--- config.mk ---
export PLATFORM = sky130hd
export DESIGN_NAME = secded_ram
export DESIGN_NICKNAME = d
export VERILOG_FILES = /design/src/rtl/secded_ram_pkg.sv /design/src/rtl/secded_codec.sv /design/src/rtl/secded_ram.sv
export SDC_FILE = /design/constraint.sdc
export NUM_CORES = 1
export LEC_CHECK = 0
export ABC_AREA = 1
export CORE_UTILIZATION = 28
export CTS_CLUSTER_SIZE = 40
export DETAILED_ROUTE_END_ITERATION = 16
export PLACE_DENSITY = 0.49
export SLEW_MARGIN = 5
export SYNTH_ARGS = -nofsm -noshare
export SYNTH_HDL_FRONTEND = slang
export SYNTH_HIERARCHICAL = 1
export SYNTH_SLANG_ARGS = --single-unit
--- constraint.sdc ---
create_clock -name clk -period 2.75 [get_ports clk]
set_input_delay 0.4125 -clock clk [delete_from_list [all_inputs] [get_ports clk]]
set_output_delay 0.4125 -clock clk [all_outputs]
set_load 0.05 [all_outputs]
--- src/rtl/secded_ram_pkg.sv ---
// Shared definitions for the SECDED-protected RAM: codeword sizing, FSM states
// and the Hamming bit-position helpers used by the codec.
package secded_ram_pkg;

  localparam int unsigned CntW = 8;

  typedef enum logic [1:0] {StInit, StIdle, StRd, StWb} state_e;

  // Smallest P with 2**P >= w + P + 1.
  function automatic int unsigned calc_p(int unsigned w);
    int unsigned p = 1;
    for (int unsigned i = 1; i < 32; i++) begin
      if ((1 << p) < w + p + 1) p++;
    end
    return p;
  endfunction

  // Codeword width: data + Hamming check bits + overall parity.
  function automatic int unsigned calc_c(int unsigned w);
    return w + calc_p(w) + 1;
  endfunction

  function automatic logic is_pow2(int unsigned x);
    return (x != 0) && ((x & (x - 1)) == 0);
  endfunction

  // Codeword position of data bit i: the i-th non-power-of-two position >= 1.
  // Position 0 holds the overall parity bit.
  function automatic int unsigned data_pos(int unsigned i);
    int unsigned cnt = 0;
    for (int unsigned j = 1; j < 64; j++) begin
      if (!is_pow2(j)) begin
        if (cnt == i) return j;
        cnt++;
      end
    end
    return 0;
  endfunction

endpackage

--- src/rtl/secded_codec.sv ---
// Combinational Hamming SECDED encoder/decoder. code_out is encode(data_in);
// data_out/err_* describe code_in.
module secded_codec
  import secded_ram_pkg::*;
#(
  parameter int unsigned W = 8,
  localparam int unsigned C = calc_c(W)
) (
  input  logic [W-1:0] data_in,
  input  logic [C-1:0] code_in,
  output logic [C-1:0] code_out,
  output logic [W-1:0] data_out,
  output logic         err_single,
  output logic         err_double
);

  // XOR of the positions of all set bits, parity bit excluded.
  function automatic int unsigned syndrome(logic [C-1:0] cw);
    int unsigned s = 0;
    for (int unsigned j = 1; j < C; j++) begin
      if (cw[j]) s ^= j;
    end
    return s;
  endfunction

  logic [C-1:0] placed;
  int unsigned  enc_syn;

  // Encoder: scatter data, fill check bits so the syndrome is zero, add parity.
  always_comb begin
    placed = '0;
    for (int unsigned i = 0; i < W; i++) placed[data_pos(i)] = data_in[i];
    enc_syn  = syndrome(placed);
    code_out = placed;
    for (int unsigned i = 0; (1 << i) < C; i++) code_out[1 << i] = enc_syn[i];
    code_out[0] = ^code_out[C-1:1];
  end

  logic [C-1:0] fixed;
  int unsigned  dec_syn;
  logic         par;

  // Decoder: classify, flip the single bad bit if correctable, gather data.
  always_comb begin
    dec_syn    = syndrome(code_in);
    par        = ^code_in;
    err_single = par && (dec_syn < C);
    err_double = (!par && (dec_syn != 0)) || (par && (dec_syn >= C));
    fixed      = code_in;
    for (int unsigned j = 0; j < C; j++) begin
      if (err_single && (dec_syn == j)) fixed[j] = ~code_in[j];
    end
    for (int unsigned i = 0; i < W; i++) data_out[i] = fixed[data_pos(i)];
  end

endmodule

--- src/rtl/secded_ram.sv ---
// Single-port RAM with Hamming SECDED protection, self-initialisation,
// error injection on writes and scrub-on-correct writeback.
module secded_ram
  import secded_ram_pkg::*;
#(
  parameter int unsigned N = 4,
  parameter int unsigned W = 8,
  localparam int unsigned C = calc_c(W)
) (
  input  logic            clk,
  input  logic            rst_n,
  input  logic            req_valid,
  input  logic            req_write,
  input  logic [N-1:0]    addr,
  input  logic [W-1:0]    wdata,
  input  logic            inj_en,
  input  logic [C-1:0]    inj_mask,
  output logic            req_ready,
  output logic            rsp_valid,
  output logic [W-1:0]    rdata,
  output logic            err_corr,
  output logic            err_uncorr,
  output logic [CntW-1:0] corr_cnt,
  output logic [CntW-1:0] uncorr_cnt
);

  logic [C-1:0] mem [2**N];

  state_e       state_q;
  logic [N-1:0] init_addr_q;
  logic [N-1:0] rd_addr_q;
  logic [C-1:0] rd_code_q;

  logic [W-1:0] enc_data;
  logic [C-1:0] enc_code;
  logic [W-1:0] enc_unused_data;
  logic         enc_unused_single;
  logic         enc_unused_double;

  logic [W-1:0] dec_data;
  logic         dec_single;
  logic         dec_double;
  logic [C-1:0] dec_unused_code;

  logic         mem_we;
  logic [N-1:0] mem_waddr;
  logic [C-1:0] mem_wcode;

  secded_codec #(.W(W)) u_enc (
    .data_in    (enc_data),
    .code_in    ('0),
    .code_out   (enc_code),
    .data_out   (enc_unused_data),
    .err_single (enc_unused_single),
    .err_double (enc_unused_double)
  );

  secded_codec #(.W(W)) u_dec (
    .data_in    ('0),
    .code_in    (rd_code_q),
    .code_out   (dec_unused_code),
    .data_out   (dec_data),
    .err_single (dec_single),
    .err_double (dec_double)
  );

  assign req_ready = (state_q == StIdle);

  // Encoder source: zero during init, corrected read data during writeback.
  always_comb begin
    case (state_q)
      StInit:  enc_data = '0;
      StWb:    enc_data = rdata;
      default: enc_data = wdata;
    endcase
  end

  // Write port select; nothing is written on a reset edge.
  always_comb begin
    mem_we    = 1'b0;
    mem_waddr = addr;
    mem_wcode = enc_code;
    if (rst_n) begin
      case (state_q)
        StInit: begin
          mem_we    = 1'b1;
          mem_waddr = init_addr_q;
        end
        StIdle: begin
          if (req_valid && req_write) begin
            mem_we    = 1'b1;
            mem_wcode = enc_code ^ (inj_en ? inj_mask : '0);
          end
        end
        StWb: begin
          mem_we    = 1'b1;
          mem_waddr = rd_addr_q;
        end
        default: ;
      endcase
    end
  end

  // Storage array write.
  always_ff @(posedge clk) begin
    if (mem_we) mem[mem_waddr] <= mem_wcode;
  end

  // Control FSM with registered response outputs and saturating counters.
  always_ff @(posedge clk) begin
    if (!rst_n) begin
      state_q     <= StInit;
      init_addr_q <= '0;
      rd_addr_q   <= '0;
      rd_code_q   <= '0;
      rsp_valid   <= 1'b0;
      rdata       <= '0;
      err_corr    <= 1'b0;
      err_uncorr  <= 1'b0;
      corr_cnt    <= '0;
      uncorr_cnt  <= '0;
    end else begin
      rsp_valid  <= 1'b0;
      err_corr   <= 1'b0;
      err_uncorr <= 1'b0;
      case (state_q)
        StInit: begin
          init_addr_q <= init_addr_q + N'(1);
          if (&init_addr_q) state_q <= StIdle;
        end
        StIdle: begin
          if (req_valid && !req_write) begin
            rd_code_q <= mem[addr];
            rd_addr_q <= addr;
            state_q   <= StRd;
          end
        end
        StRd: begin
          rsp_valid  <= 1'b1;
          rdata      <= dec_data;
          err_corr   <= dec_single;
          err_uncorr <= dec_double;
          if (dec_single && (corr_cnt != '1)) corr_cnt <= corr_cnt + CntW'(1);
          if (dec_double && (uncorr_cnt != '1)) uncorr_cnt <= uncorr_cnt + CntW'(1);
          state_q <= dec_single ? StWb : StIdle;
        end
        StWb: state_q <= StIdle;
        default: state_q <= StIdle;
      endcase
    end
  end

endmodule

==> Yosys cells after proc, flatten, opt, wreduce, memory -nomap -nowiden <==
Memory sizes are Yosys's and may differ from the RTL's. A register that Yosys moved wholly into a read port is not among the register bits.
Cells that the tools add are included.
{ "totals": {"mem_bits_rw": 208, "mem_count": 1, "output_inout_bits": 28, "reg_bits": 37} }
{ "op_classes": {"n_reduce_logical": 30, "eq_ne": 15, "n_bitwise": 27, "mux": 45, "magnitude_cmp": 2, "n_addsub": 3} }
{ "memory_table": {"columns": ["name", "words", "width", "rd", "rd_ports_with_merged_regs", "wr", "line", "source"], "rows": [
  ["mem", 16, 13, 1, 1, 1, "secded_ram.sv:27", "logic [C-1:0] mem [2**N];"]
]} }
{ "ops": {"columns": ["cell", "n"], "rows": [
  ["$eq 32x4->1 const B", 4],
  ["$eq 32x3->1 const B", 3],
  ["$mux 13", 4],
  ["$mux 4", 10],
  ["$eq 32x2->1 const B", 1],
  ["$ge 32x4->1 const B", 1],
  ["$lt 32x4->1 const B", 1],
  ["$reduce_bool 32->1", 1],
  ["$mux 3", 7],
  ["$not 2->2", 10],
  ["$add 8x1->8 const B", 2],
  ["$ne 8x8->1 const B", 2],
  ["$pmux 8 s2", 1],
  ["$logic_and 1x1->1", 15],
  ["$mux 1", 14],
  ["$reduce_xor 13->1", 1],
  ["$xor 13x13->13", 1],
  ["$mux 2", 6],
  ["$not 3->3", 4],
  ["$reduce_xor 12->1", 1],
  ["$reduce_and 2->1", 5],
  ["$not 1->1", 8],
  ["$pmux 2 s4", 1],
  ["$pmux 4 s2", 1],
  ["13 further kinds", 18]
]} }

==> Depth between registers and ports, before layout <==
Gate-level depths: netlist (run 1).
{ "logic_depth": {"depth_word": 25, "mapped_depth": 18, "ltp_nobuf": 18} }

==> Modules after synthesis <==
The synthesis (run 1) kept the hierarchy.
{ "by_module_without_submodules": {"columns": ["module", "area_per_inst_um2", "n_inst", "cells_per_inst"], "rows": [
  ["secded_ram", 11697.5, 1, 1262],
  ["secded_codec at u_enc", 1061.0, 1, 195],
  ["secded_codec at u_dec", 1034.7, 1, 190]
]} }

==> Worst setup path after synthesis (run 1) <==
No wires, ideal clock.
{ "synth_timing": {"kind": "register to register", "from": "reg state_q[0]", "to": "mem mem[0][0] in the netlist's numbering (data pin)", "stages_incl_launch_ff": 14, "synth_period_minus_slack_ns": 2.924, "t_arrival_ns": 2.627, "n_path_buf": 1, "path_slack_ns": -0.174, "path_cell_list": "dfxtp_1 > inv_1 > ha_1 > buf_4 > clkinv_1 > nand3_1 > nand2_1 > xnor2_1 > xnor2_1 > xnor2_1 > nand2_1 > nand3_1 > nand2_1 > xnor2_1"} }
{ "synth_between": {"elab_chain_cells": 19} }
{ "synth_rtl": {"columns": ["item", "line", "source"], "rows": [
  ["start: declaration", "secded_ram.sv:29", "state_e state_q;"],
  ["start signal: assignment", "secded_ram.sv:112", "state_q <= StInit;"],
  ["start signal: assignment", "secded_ram.sv:129", "if (&init_addr_q) state_q <= StIdle;"],
  ["start signal: assignment", "secded_ram.sv:135", "state_q <= StRd;"],
  ["$eq 2x2->1 or $logic_not 2->1 (tied branches)", "secded_ram.sv:71", "case (state_q)"],
  ["$pmux 8 s2 *", "secded_ram.sv:71", null],
  ["net enc_data[0]", "secded_ram.sv:34", "logic [W-1:0] enc_data;"],
  ["$mux 2 *", "secded_codec.sv:21", "if (cw[j]) s ^= j;"],
  ["$not 2->2 (no line)", null, null],
  ["$mux 3 * (2 in series)", "secded_codec.sv:21", null],
  ["$not 3->3 (no line)", null, null],
  ["$mux 3 *", "secded_codec.sv:21", null],
  ["(+6 left out)", null, null],
  ["net enc_code[1]", "secded_ram.sv:35", "logic [C-1:0] enc_code;"],
  ["$reduce_xor 12->1 *", "secded_codec.sv:36", "code_out[0] = ^code_out[C-1:1];"],
  ["net enc_code[0]", "secded_ram.sv:35", null],
  ["$xor 13x13->13", "secded_ram.sv:92", "mem_wcode = enc_code ^ (inj_en ? inj_mask : '0);"],
  ["$mux 13", "secded_ram.sv:90", "if (req_valid && req_write) begin"],
  ["$mux 13", "secded_ram.sv:84", "case (state_q)"],
  ["$mux 13 *", "secded_ram.sv:83", "if (rst_n) begin"],
  ["net mem_wcode[0]", "secded_ram.sv:47", "logic [C-1:0] mem_wcode;"],
  ["end: declaration", "secded_ram.sv:27", null]
]} }
Mark *: on every way through the listed nets, which the timed path passes. The rest lies on a longest branch.

==> Worst setup path in the final report (run 1) <==
{ "layout_timing": {"from": "reg state_q[0]", "to": "mem mem[6][0] in the netlist's numbering (data pin)"} }
{ "layout_between": {"elab_chain_cells": 19} }
{ "layout_rtl": {"columns": ["item", "line"], "rows": [
  ["$eq 2x2->1 or $logic_not 2->1 (tied branches)", "secded_ram.sv:71"],
  ["$pmux 8 s2 *", "secded_ram.sv:71"],
  ["net enc_data[0]", "secded_ram.sv:34"],
  ["$mux 2", "secded_codec.sv:21"],
  ["$not 2->2 (no line) or $mux 3 (tied branches)", null],
  ["$mux 3 or $not 2->2 (tied branches)", null],
  ["$mux 3", "secded_codec.sv:21"],
  ["$not 3->3 (no line)", null],
  ["(+5 left out)", null],
  ["$mux 4 (2 in series)", "secded_codec.sv:21"],
  ["$reduce_xor 12->1 *", "secded_codec.sv:36"],
  ["net enc_code[0]", "secded_ram.sv:35"],
  ["$xor 13x13->13", "secded_ram.sv:92"],
  ["$mux 13", "secded_ram.sv:90"],
  ["$mux 13", "secded_ram.sv:84"],
  ["$mux 13 *", "secded_ram.sv:83"],
  ["net mem_wcode[0]", "secded_ram.sv:47"]
]} }
Marked as above.

==> results of run 1 <==
-- timing repair --
item                                    4_1_cts  5_1_grt
setup buffers                                 1        1
endpoints found under the setup margin       32       32
endpoints found under the hold margin         0        0
pin swaps                                     1        2
hold buffers                                  0        0
gates resized for setup                       2        6
-- per-layer routing --
layer	global-route usage, %	up-vias	share of wire [%]
met4	4.303	0	2.3
li1	-	4778	-
met3	1.953	45	4.1
met1	18.71	4440	45
met2	24.48	141	49
met5	0	-	0
-- cell type report --
cell class	instances	area, um^2
Multi-Input combinational cell	888	4239
Timing Repair Buffer	132	1264
Sequential cell	258	7248
Fill cell	4602	29230
Inverter	236	893.4
Clock buffer	31	690.7
Clock inverter	18	209.0
Tap cell	592	740.7
-- worst register-to-register path, stage by stage (launching register included) --
cell     delay (ns)
dfxtp_2        0.32
inv_1          0.05
ha_1           0.32
buf_4          0.18
nand2_1        0.07
nand2_2        0.09
xnor2_2        0.20
xor2_1         0.20
xor2_1         0.27
buf_4          0.16
buf_4          0.09
nand2_1        0.05
nand2_2        0.10
xnor2_4        0.08
buf_12         0.15
-- path summary, 6_finish.rpt --
path / startpoint / to / slack (ns) / cells after the start
setup reg to reg: state_q[0] / mem[6][0] / 0.17 / 14
hold / removal: rd_addr_q[2] / rd_addr_q[2] / 0.47 / 2
setup / recovery: state_q[0] / mem[6][0] / 0.17 / 14
hold reg to reg: rd_addr_q[2] / rd_addr_q[2] / 0.47 / 2
-- through the flow --
stage                     instances  setup slack (ns)  utilization, %  instance area (um^2)
final                          2155            0.1700           34.34                 15280
after global routing           2155           0.02514           34.34                 15280
after CTS                      2154           0.07375           34.29                 15260
after detailed placement       2104           -0.2008           32.18                 14320
after global placement         2104           -0.1680           32.18                 14320
after floorplan                1447           0.03611               -                 12740
-- sequential cells by signal (all words and copies together) (netlist names) --
register,count
rd_code_q,13
err_uncorr,1
rd_addr_q,4
corr_cnt,8
rdata,8
err_corr,1
state_q,2
init_addr_q,4
uncorr_cnt,8
mem,208
rsp_valid,1
-- power breakdown --
part | total (mW) | switching, mW | internal, mW
sequential | 6.27 | 0.191 | 6.08
clock | 3.74 | 1.55 | 2.19
combinational | 6.49 | 4.16 | 2.33
total | 16.5 | 5.90 | 10.6
==> out/results.ini, run 1 <==
[outcome]
status=finished clean

[job]
max_cap_violations=0

[sta]
worstMarginPinSlew_ns=0.7070
maxSlewHeadroom_pct=52.87
fin_crit_sh_pct=93.82
period_minus_slack_ns=2.580
setup_viol=0
holdWs_ns=0.4705
fin_tns_setup_ns=0
worst_clock_skew_ns=0.01366
fmax_mhz=387.6
hold_viol=0
rsz0062_at_grt=false
timing.final.max_slew_violations=0

[pwr]
p_total_mw=16.49
max-vdd-ir-drop_uv=1112
p_leak_nw=6.489
p_per_area_nw_per_um2=1079

[route]
via_count=9404
vias_per_cell=4.364
dr.pass1.iters=4
drc_errors=0
drt_iter0_markers=702
ant_nets=0
wl_per_cell_um=15.34
drt_wl_total_um=33050

[floorplan]
io_pins=58
core_um2=44510
initial_core_util_pct=28.59
fp.dieH_um=215.2
die_area_um2=46300
rows=77
die_w_um=215.2

[worst_setup_path]
path_common_cell=buf_4
cp_data_required_time_ns=3.05
crit_family=XOR/XNOR gates
critPathBufInv=5
arrival_ns=2.88
max_stage_delay_ns=0.32
worstSetupStartpointType=flop
crit_chain=inv_1 > ha_1 > buf_4 > nand2_1 > nand2_2 > xnor2_2 > xor2_1 > xor2_1 > buf_4 > buf_4 > nand2_1 > nand2_2 > xnor2_4 > buf_12
cp_max_fo=16
cp-end-kind=flop
crit_type=reg -> reg
crit_slowest_cell=dfxtp_2

[clock_tree]
numCtsBuffers=27
worstSkewPairLatency_ns=0.56
cts_tree=built
clock_path_buffers=3
clk_transition_reported_paths_ns=0.06
clock-sinks=258
cts-root-buf=clkbuf_16
cts.htree.levels=1

[cells_and_area]
layout.nets=1582
drive_above_1_share_pct=12.67
final_common_cell=nand2_1
final_cell_mix=nand2_1, inv_1, edfxtp_1, nand3_1, nor2_1
antenna_cells=0
synthToLayoutAreaGrowth_pct=20.12

[placement]
port_buffers=57
hpwl_um=22330
routabilityCongestion=0.8442

[synthesis]
avgSynthCellArea_um2=8.794
syn_area_um2=12720
syn_nets=1486
synthCells=1447
yosysWarnings=6

[grt]
grt_pass1_wl_um=51790
grt_pass1_vias=9130
grt_max_degree=64
antenna_found_initial=0
grt_overflow=0
track_usage_pct=14.32

[hold_path]
hold_class=reg -> reg

(Power assumes the default switching activity.)
==> inputs of run 2 (changes only) <==
--- a/config.mk
+++ b/config.mk
@@ -7,6 +7,7 @@
 export LEC_CHECK = 0
 export ABC_AREA = 1
 export CORE_UTILIZATION = 28
+export CTS_BUF_LIST = sky130_fd_sc_hd__clkbuf_8
 export CTS_CLUSTER_SIZE = 40
 export DETAILED_ROUTE_END_ITERATION = 16
 export PLACE_DENSITY = 0.49
==> run 2 against run 1 <==
  * Core utilization is 0.30 points lower
  * Die area stayed put
  * Clock power is 18% lower
  * Hold slack better by 0.0033 ns
  * Critical path depth stayed put
  * First-iteration DRC count is 13% lower
  * Wire length is 0.51% higher
  * Register-to-register slack hardly changed
  * Sequential share of layout area is 0.42 points higher
  * Cell area is 0.88% lower
==> out/results.ini, run 2 (synthesis gave the netlist of run 1 again) <==
[sta]
worstMarginPinSlew_ns=0.7131  ; was 0.7070 ns
rsz0062_at_grt=false  ; unchanged
worst_clock_skew_ns=0.02575  ; was 0.01366 ns
fmax_mhz=386.6  ; was 387.6 MHz
maxSlewHeadroom_pct=52.46  ; was 52.87%
fin_crit_sh_pct=94.05  ; was 93.82%
timing.final.max_slew_violations=0  ; unchanged
period_minus_slack_ns=2.587  ; was 2.580 ns
setup_viol=0  ; unchanged
hold_viol=0  ; unchanged

[route]
via_count=9496  ; was 9,404
dr_wl_met2_um=16290  ; was 16,070 um
drt_iter0_markers=609  ; was 702
vias_per_cell=4.352  ; was 4.364
drc_errors=0  ; unchanged
wl_met3_um=1541  ; was 1353 um
dr.pass1.iters=7  ; was 4
ant_nets=0  ; unchanged
highest_layer=met4  ; unchanged
wl_met1_um=14620  ; was 14,870 um
drt_wl_total_um=33220  ; was 33,050 um
wl_per_cell_um=15.23  ; was 15.34 um

[floorplan]
core_um2=44510  ; unchanged
rows=77  ; unchanged
io_pins=58  ; unchanged
die_w_um=215.2  ; unchanged
die_area_um2=46300  ; unchanged
fp.dieH_um=215.2  ; unchanged
initial_core_util_pct=28.59  ; unchanged

[clock_tree]
cts.htree.levels=2  ; was 1
cts-root-buf=clkbuf_8  ; was clkbuf_16
clock-sinks=258  ; unchanged
clock_path_buffers=3  ; unchanged
clk_transition_reported_paths_ns=0.06  ; about the same
numCtsBuffers=44  ; was 27
cts_tree=built  ; unchanged
ctsHoldBuffers=0  ; unchanged
worstSkewPairLatency_ns=0.57  ; was 0.56 ns

[hold_path]
hold_class=reg -> reg  ; unchanged

[placement]
routabilityCongestion=0.8442  ; unchanged
port_buffers=57  ; unchanged
hpwl_um=22330  ; unchanged

[pwr]
max-vdd-ir-drop_uv=859.7  ; was 1112 uV
p_leak_nw=6.513  ; was 6.489 nW
p_per_area_nw_per_um2=1045  ; was 1079 nW/um^2
p_total_mw=15.83  ; was 16.49 mW

[cells_and_area]
final_common_cell=nand2_1  ; unchanged
largest_register_ffs=208  ; unchanged
max_flop_register=mem  ; unchanged
final_cell_mix=nand2_1, inv_1, edfxtp_1, nand3_1, nor2_1  ; unchanged
synthToLayoutAreaGrowth_pct=19.07  ; was 20.12%
layout.nets=1599  ; was 1,582
final_util_pct=34.04  ; was 34.34%
reg.largest.list=mem x208, rd_code_q x13  ; unchanged
drive_above_1_share_pct=13.08  ; was 12.67%
antenna_cells=0  ; unchanged

[worst_setup_path]
arrival_ns=2.90  ; was 2.88 ns
crit_type=reg -> reg  ; unchanged
cp_max_fo=16  ; unchanged
worstSetupStartpointType=flop  ; unchanged
cp-end-kind=flop  ; unchanged
cp_data_required_time_ns=3.06  ; was 3.05 ns

[job]
max_cap_violations=0  ; unchanged

[grt]
grt_pass1_vias=9261  ; was 9,130
grt_pass1_wl_um=52070  ; was 51,790 um
grt_max_degree=64  ; unchanged
grt_overflow=0  ; unchanged
track_usage_pct=14.45  ; was 14.32%
antenna_found_initial=0  ; unchanged

[outcome]
status=finished clean  ; unchanged

## run 2: layout make-up
cell class	count	area [um^2]
clock inverters	29	118.9
multi-input cells	888	4239
repair buffers	132	1264
fillers	4615	29360
flip-flops and latches	258	7248
well taps	592	740.7
inverters	236	893.4
clock buffers	47	646.9
## run 2: critical path: stages (launching register included)
cell and delay (ns):
dfxtp_2 0.32, inv_1 0.05, ha_1 0.32, buf_4 0.18, nand2_1 0.07, nand2_2 0.09, xnor2_2 0.19, xor2_1 0.20
xor2_1 0.27, buf_4 0.16, buf_4 0.09, nand2_1 0.05, nand2_2 0.10, xnor2_4 0.08, buf_12 0.15
## run 2: repair_timing
action                     in CTS  in global routing
gates resized for setup         2                  6
pin swaps                       1                  2
setup buffers                   1                  1
setup endpoints to repair      32                 32
## run 2: layer usage
metal	GRT usage, %	vias up
li1	-	4820
met1	18.55	4446
met2	24.59	176
met3	2.534	54
met4	4.586	0
met5	0	-
## run 2: final timing paths
| path | slack (ns) | cells after the start | endpoint | from |
|---|---|---|---|---|
| max | 0.16 | 14 | mem[9][0] | state_q[0] |
| max reg2reg | 0.16 | 14 | mem[9][0] | state_q[0] |
| min reg2reg | 0.47 | 2 | rd_addr_q[2] | rd_addr_q[2] |
| min | 0.47 | 2 | rd_addr_q[2] | rd_addr_q[2] |
## run 2: where the power goes
part | leakage, nW | internal (mW) | switching [mW]
Combinational | 3.74 | 2.33 | 4.16
Sequential | 2.31 | 6.08 | 0.193
Clock | 0.464 | 1.57 | 1.51
Total | 6.51 | 9.97 | 5.86
## run 2: metrics by stage
step | worst slack [ns] | setup TNS (ns) | cell area (um^2) | instances | hold slack [ns]
floorplan | 0.03611 | 0 | 12740 | 1447 | 0.4332
detailed placement | -0.2008 | -4.854 | 14320 | 2104 | 0.4620
CTS | 0.05880 | 0 | 15130 | 2181 | 0.4794
global route | 0.01615 | 0 | 15150 | 2182 | 0.5167
global placement | -0.1680 | -3.418 | 14320 | 2104 | 0.4543
finish | 0.1635 | 0 | 15150 | 2182 | 0.4738
==> inputs of run 3 (changes only) <==
--- a/config.mk
+++ b/config.mk
@@ -6,6 +6,7 @@
 export NUM_CORES = 1
 export LEC_CHECK = 0
 export ABC_AREA = 1
+export CAP_MARGIN = 20
 export CORE_UTILIZATION = 28
 export CTS_BUF_LIST = sky130_fd_sc_hd__clkbuf_8
 export CTS_CLUSTER_SIZE = 40
==> results of run 3 <==
No change in the layout: final DEF, timing and power equal those of run 2.
